## config.mk

```make
export PLATFORM = sky130hd
export DESIGN_NAME = ecg_layer_argmax
export DESIGN_NICKNAME = d
export VERILOG_FILES = /design/src/rtl/ecg_layer_argmax.sv
export SDC_FILE = /design/constraint.sdc
export NUM_CORES = 1
export LEC_CHECK = 0
export ABC_AREA = 1
export CORE_ASPECT_RATIO = 1.75
export CORE_MARGIN = 5
export CORE_UTILIZATION = 48
export DETAILED_ROUTE_END_ITERATION = 8
export PLACE_DENSITY_LB_ADDON = 0.2
export SETUP_SLACK_MARGIN = 0.2
export SYNTH_ARGS = -nofsm -noshare
export SYNTH_HDL_FRONTEND = slang
export SYNTH_SLANG_ARGS = --single-unit
export TNS_END_PERCENT = 1
```

## constraint.sdc

```tcl
create_clock -name clk -period 2.2 [get_ports clk]
set_input_delay 0.44 -clock clk [delete_from_list [all_inputs] [get_ports clk]]
set_output_delay 0.44 -clock clk [all_outputs]
set_load 0.005 [all_outputs]
```

## src/rtl/ecg_layer_argmax.sv

```systemverilog
// Output stage of the ECG classifier: waits for node latency, captures all class
// scores, scans them for the maximum and hands index/score/tie over valid/ready.
module ecg_layer_argmax #(
  parameter int unsigned NUM_CLASSES = 10,
  parameter int unsigned IDX_W       = 4,
  parameter int unsigned LAT_WAIT    = 2
) (
  input  logic                     clk,
  input  logic                     reset,
  input  logic                     start,
  input  logic [8*NUM_CLASSES-1:0] n_flat,
  output logic                     busy,
  output logic                     out_valid,
  input  logic                     out_ready,
  output logic [IDX_W-1:0]         class_idx,
  output logic [7:0]               max_val,
  output logic                     tie
);

  localparam int unsigned CNT_W = $clog2(LAT_WAIT + 1);

  localparam logic [1:0] IDLE = 2'd0;
  localparam logic [1:0] WAIT = 2'd1;
  localparam logic [1:0] SCAN = 2'd2;
  localparam logic [1:0] DONE = 2'd3;

  localparam logic [IDX_W-1:0] LAST_IDX  = IDX_W'(NUM_CLASSES - 1);
  localparam logic [CNT_W-1:0] CNT_LAST  = CNT_W'(LAT_WAIT);

  logic [1:0]       state_q, state_d;
  logic [CNT_W-1:0] cnt_q, cnt_d;
  logic [IDX_W-1:0] idx_q, idx_d;
  logic [7:0]       bank_q [NUM_CLASSES];
  logic [7:0]       bank_d [NUM_CLASSES];
  logic [7:0]       best_q, best_d;
  logic [IDX_W-1:0] best_idx_q, best_idx_d;
  logic             tie_r_q, tie_r_d;
  logic [IDX_W-1:0] class_idx_q, class_idx_d;
  logic [7:0]       max_val_q, max_val_d;
  logic             tie_q, tie_d;
  logic [7:0]       cand;

  assign cand = bank_q[idx_q];

  always_comb begin
    state_d     = state_q;
    cnt_d       = cnt_q;
    idx_d       = idx_q;
    bank_d      = bank_q;
    best_d      = best_q;
    best_idx_d  = best_idx_q;
    tie_r_d     = tie_r_q;
    class_idx_d = class_idx_q;
    max_val_d   = max_val_q;
    tie_d       = tie_q;
    case (state_q)
      IDLE: begin
        if (start) begin
          state_d = WAIT;
          cnt_d   = CNT_W'(1);
        end
      end
      WAIT: begin
        if (cnt_q == CNT_LAST) begin
          for (int unsigned i = 0; i < NUM_CLASSES; i++) begin
            bank_d[i] = n_flat[8*i +: 8];
          end
          best_d     = n_flat[7:0];
          best_idx_d = '0;
          tie_r_d    = 1'b0;
          idx_d      = IDX_W'(1);
          state_d    = SCAN;
        end else begin
          cnt_d = cnt_q + CNT_W'(1);
        end
      end
      SCAN: begin
        // Strict greater-than keeps the lowest index on equal scores.
        if (cand > best_q) begin
          best_d     = cand;
          best_idx_d = idx_q;
          tie_r_d    = 1'b0;
        end else if (cand == best_q) begin
          tie_r_d = 1'b1;
        end
        if (idx_q == LAST_IDX) begin
          state_d     = DONE;
          class_idx_d = best_idx_d;
          max_val_d   = best_d;
          tie_d       = tie_r_d;
        end else begin
          idx_d = idx_q + IDX_W'(1);
        end
      end
      DONE: begin
        if (out_ready) begin
          state_d = IDLE;
        end
      end
      default: state_d = IDLE;
    endcase
  end

  always_ff @(posedge clk) begin
    if (reset) begin
      state_q     <= IDLE;
      cnt_q       <= '0;
      idx_q       <= '0;
      bank_q      <= '{default: '0};
      best_q      <= '0;
      best_idx_q  <= '0;
      tie_r_q     <= 1'b0;
      class_idx_q <= '0;
      max_val_q   <= '0;
      tie_q       <= 1'b0;
    end else begin
      state_q     <= state_d;
      cnt_q       <= cnt_d;
      idx_q       <= idx_d;
      bank_q      <= bank_d;
      best_q      <= best_d;
      best_idx_q  <= best_idx_d;
      tie_r_q     <= tie_r_d;
      class_idx_q <= class_idx_d;
      max_val_q   <= max_val_d;
      tie_q       <= tie_d;
    end
  end

  assign busy      = (state_q != IDLE);
  assign out_valid = (state_q == DONE);
  assign class_idx = class_idx_q;
  assign max_val   = max_val_q;
  assign tie       = tie_q;

endmodule

```

== After elaboration in Yosys (flattened, before gate mapping) ==
Index checks and enable logic that the tools add are counted.

* Input port bits: 84
* Flip-flop bits (word level): 114
* Logic and storage cells: 69
* Output and inout port bits: 15

* Magnitude comparators: 2
* Reduce and logical (&&, ||, !) cells: 10
* Muxes and demuxes: 23
* Equal/unequal tests: 12
* Bitwise gates (word level): 1
* Add/sub/neg operators: 2

{| class="wikitable"
|+ Operator list
! kind !! number
|-
| binary-select mux 8 bit (select 4 bit) || 1
|-
| two-way mux 8 bit || 4
|-
| two-way mux 4 bit || 4
|-
| one-hot mux 4 bit (2 select lines) || 2
|-
| one-hot mux 8 bit (2 select lines) || 1
|-
| two-way mux 2 bit || 5
|-
| != test 2 bit, second input constant || 5
|-
| equality test 8 bit || 1
|-
| > comparator 8 bit || 1
|-
| one-hot mux 2 bit (4 select lines) || 1
|-
| equality test 2 bit, second input constant || 3
|-
| AND reduction 2 bit || 3
|-
| AND reduction 3 bit || 2
|-
| nonzero test 2 bit || 3
|-
| >= comparator 5 bit, second input constant || 1
|-
| inverter 4 -> 5 bit || 1
|-
| adder 4 x 1 -> 4 bit, second input constant || 1
|-
| equality test 4 bit, second input constant || 1
|-
| one-hot mux 2 bit (2 select lines) || 1
|-
| AND reduction 4 bit || 1
|-
| two-way mux 1 bit || 3
|-
| adder 2 x 1 -> 2 bit, second input constant || 1
|-
| equality test 2 x 1 -> 1 bit, second input constant || 1
|-
| zero test 2 bit || 1
|-
| 2 further kinds || 2
|}

== Depth between registers and ports, before layout ==
* Depth in word-level cells: 8
* Depth in mapped cells: 23
* Mapped depth without buffers: 21

== Worst setup path before layout ==
OpenSTA, ideal clock, no wires.

* Path type: reg-to-reg
* Start: register idx_q[0]
* End: register class_idx_q[3] (netlist: class_idx[3])
* Data arrival time: 2.082 ns
* Setup time: 0.115 ns
* Data required time: 2.085 ns
* Path slack: 0.002 ns
* Cell stages (with the launch flop): 19
* Clock period less this slack: 2.198 ns
* Buffers on the path: 3
* Cell sequence: dfxtp_1 buf_6 buf_4 nand2_1 nand3_1 nand3_1 nand3_1 nand2_2 ha_1 nand2_1 nor2_2 nand2_1 nand2_2 nand2_4 buf_6 nand2_1 o21ai_1 o21ai_0 inv_1

* Longest elaborated chain between the ends: 6
* Elaborated cells on any way between the ends: 8
* Those cells by class: order compare (1); eq/ne (1); mux (4); bitwise (1); reduce/logical (1)

{| class="wikitable"
|+ RTL lines
! item !! line !! source
|-
| start, declared || 32 || <nowiki>logic [IDX_W-1:0] idx_q, idx_d;</nowiki>
|-
| start signal, assigned || 119 || <nowiki>idx_q <= idx_d;</nowiki>
|-
| inverter 4 -> 5 bit (implied by the code) || 43 || <nowiki>assign cand = bank_q[idx_q];</nowiki>
|-
| binary-select mux 8 bit (select 4 bit) || 43 ||
|-
| two-way mux 8 bit (implied by the code) (2 in series) || 43 ||
|-
| > comparator 8 bit || 79 || <nowiki>if (cand > best_q) begin</nowiki>
|-
| two-way mux 4 bit || 79 ||
|-
| end signal, assigned || 124 || <nowiki>class_idx_q <= class_idx_d;</nowiki>
|-
| end, declared || 38 || <nowiki>logic [IDX_W-1:0] class_idx_q, class_idx_d;</nowiki>
|}

Parallel ways exist; a longest one is shown, timed or not. The select of a mux whose other input is x is not followed.
A chain may end at the register's enable or synchronous reset.

== Worst setup path in the final report ==
* Start: register idx_q[0]
* End: register best_idx_q[1]

* Longest elaborated chain between the ends: 7

{| class="wikitable"
|+ RTL lines
! item !! line !! source
|-
| inverter 4 -> 5 bit (implied by the code) || 43 ||
|-
| binary-select mux 8 bit (select 4 bit) || 43 ||
|-
| two-way mux 8 bit (implied by the code) (2 in series) || 43 ||
|-
| > comparator 8 bit || 79 ||
|-
| two-way mux 4 bit || 79 ||
|-
| one-hot mux 4 bit (2 select lines) || 56 || <nowiki>case (state_q)</nowiki>
|-
| end signal, assigned || 122 || <nowiki>best_idx_q <= best_idx_d;</nowiki>
|-
| end, declared || 36 || <nowiki>logic [IDX_W-1:0] best_idx_q, best_idx_d;</nowiki>
|}

Every way passes these cells. The select of a mux whose other input is x is not followed.

==> results.toml <==
[clocking]
cts_tree = "done"
clk_pin_slew_ps = 60
numCtsBuffers = 17
cts.sink_count = 114
cts.path.max_buffers = 2
clkLatencyLatePin_ps = 410
h-tree-depth = 4
root_buffer = "clkbuf_16"

[place]
place_hpwl_um = 11400
place_area_um2 = 6870
dp.cells = 1031
dpl_worst_slack_ps = -285
routabilityCongestion = 0.878
portBuffers = 98

[route]
vias_per_cell = 5.42
num_vias = 5826
drc = 1
dr.pass1.iters = 7
ant_nets = 0
routed_wl_um = 17700
dr.first_iter.drc_count = 304
wire_per_inst_um = 16.5

[sta]
hold_viol = 0
drv_slew = 0
rsz0062_at_grt = "yes"
finalCritPeriodShare_pct = 118
final.setup.worst_slack_ps = -402
finClkSkew_ps = 10.7
fmax_mhz = 384
slew_headroom_pct = 67.3
setup_violations = 26
tightest_slew_ps = 491
min_period_ps = 2600

[global_routing]
antenna_found_initial = 0
grt_pass1_wl_um = 25700
grt.overflow.total = 0
grt_pass1_vias = 5601
grt_max_degree = 137
grtUsageTotal_pct = 22.6

[floorplanning]
ioPinCount = 99
start_util_pct = 48.7
die_h_um = 153
core_area_um2 = 11500
die-area_um2 = 14000
die_w_um = 91.7
fp-row-count = 52

[power_and_ir_drop]
finalPower_mw = 10.3
leakage_nw = 3.33
vdd_drop_max_uv = 1210
power_density_nw_per_um2 = 1270

[logic_synthesis]
avgSynthCellArea_um2 = 6.86
syn_area_um2 = 5610
seq_area_frac_synth_pct = 40.7
synthCells = 817
ys_warn_count = 0
yosysUniqueCellTypes = 31
ys_seq_elements = 114
syn_nets = 917

[run]
cap_viol_max_count = 0

[final_layout]
fillers = 885
drive_gt1_share_pct = 20.2
num-nets-final = 1029
insertedDiodeCount = 0
final_cells = 1075
syn_to_final_growth_pct = 44.6
post-route-util_pct = 70.4
design_area_um2 = 8110

[run_status]
violations = "DRC, setup timing"
outcome = "finished, violations left"

[worst_hold_path]
hold_path.class = "flip-flop to flip-flop"
worstHoldPathCells = 2

[setup_path]
path_class = "flip-flop to flip-flop"
start_kind = "flip-flop"
cp-end-kind = "flip-flop"
rr_worst_depth = 18
required_ps = 2540
critPathMaxFanout = 7
cp.arrival_ps = 2950
-- Yosys cell counts (all sizes together) --
library cell	n	share of area (%)
o21ai	103	9.2
buf	23	2.9
nand2	173	12
clkbuf	28	1.9
nand3	59	5.4
inv	111	7.5
nand4	3	0.56
dfxtp	114	41
nor2	86	5.8
or3	1	0.11
a31oi	1	0.11
a21o	1	0.13
a21oi	91	8.7
xor2	1	0.16
nor3	3	0.47
a211oi	2	0.27
ha	16	3.6
o221ai	1	0.16
-- worst max-delay path, stage by stage (launching register included) --
cell,delay [ps]
dfxtp_4,380
buf_12,150
buf_12,130
nor2_1,130
nor2_1,90
nand2_1,90
nand3_2,70
nand3_2,70
nand2_2,90
ha_4,310
nand2_2,70
nor2_4,110
nand2_2,90
nand2_4,90
nand2_8,80
buf_12,160
o21ai_4,180
nand2_2,70
a21oi_2,150
-- routing by layer --
layer,track usage (%),vias up,part of all wire (%)
met5,0,-,0
met4,9.36,0,4.7
met3,4.92,65,4.5
met2,41.8,210,54
met1,24.4,2717,37
li1,-,2834,-
-- final cells by class --
| cell class | instances | area (um^2) | area share, % |
|---|---|---|---|
| repair inverters | 1 | 7.51 | 0.0926 |
| repair buffers | 143 | 1560 | 19.2 |
| multi-input cells | 541 | 3040 | 37.4 |
| flip-flops and latches | 114 | 2290 | 28.2 |
| clock buffers | 20 | 457 | 5.63 |
| well taps | 135 | 169 | 2.08 |
| inverters | 111 | 435 | 5.37 |
| clock inverters | 10 | 159 | 1.96 |
-- registers in the layout, summed over array words and instances, names as in the netlist --
signal	flops
cnt_q	2
tie	1
bank_q	80
idx_q	4
state_q	2
tie_r_q	1
max_val	8
class_idx	4
best_idx_q	4
best_q	8
-- cell families after synthesis --
logic type / count (synthesis) / synth area share, %
xor+xnor: 1 / 0.156
fa+ha+maj: 16 / 3.57
buf+inv: 162 / 12.2
compound gates: 199 / 18.5
flops: 114 / 40.7
simple gates: 325 / 24.8
-- repair_timing --
item / in CTS / in global routing
pin swaps: 1 / 27
resized for setup: 6 / 87
cloned: 1 / 5
endpoints found under the setup margin: 27 / 28
buffers inserted: 2 / 6
hold buffers: 0 / 0
-- through the flow --
step / hold WS (ps) / setup TNS (ps)
floorplan: 429 / 0
global placement: 442 / -4530
detailed placement: 447 / -5440
CTS: 454 / -4550
global route: 473 / -12220
finish: 455 / -8590
-- cells in the final DEF (no fill, tap or decap), drive strengths merged --
cell           count
dlygate4sd2        1
a21o               1
or3                1
clkbuf            24
nor2              86
bufbuf             1
a21oi             91
nand2            173
a31oi              1
o221ai             1
clkdlybuf4s50     97
buf               40
clkinvlp           4
a211oi             2
o21ai            103
inv              108
nor3               3
nand3             59
xor2               1
nand4              3
clkinv             6
bufinv             4
ha                16
dfxtp            114
-- final timing paths --
path,from,end,slack (ps)
min,bank_q[59]$_SDFFE_PP0P_,bank_q[59]$_SDFFE_PP0P_,450
max reg2reg,idx_q[0]$_SDFFE_PP0P_,best_idx_q[1]$_SDFFE_PP0P_,-400
min reg2reg,bank_q[59]$_SDFFE_PP0P_,bank_q[59]$_SDFFE_PP0P_,450
max,idx_q[0]$_SDFFE_PP0P_,best_idx_q[1]$_SDFFE_PP0P_,-400
-- report_power, final --
group / leakage [nW] / switching [mW] / internal, mW
logic: 2.11 / 2.83 / 2.30
clock network: 0.298 / 0.954 / 1.93
registers: 0.921 / 0.111 / 2.20
Note: power is estimated with default switching activity, not from simulation.
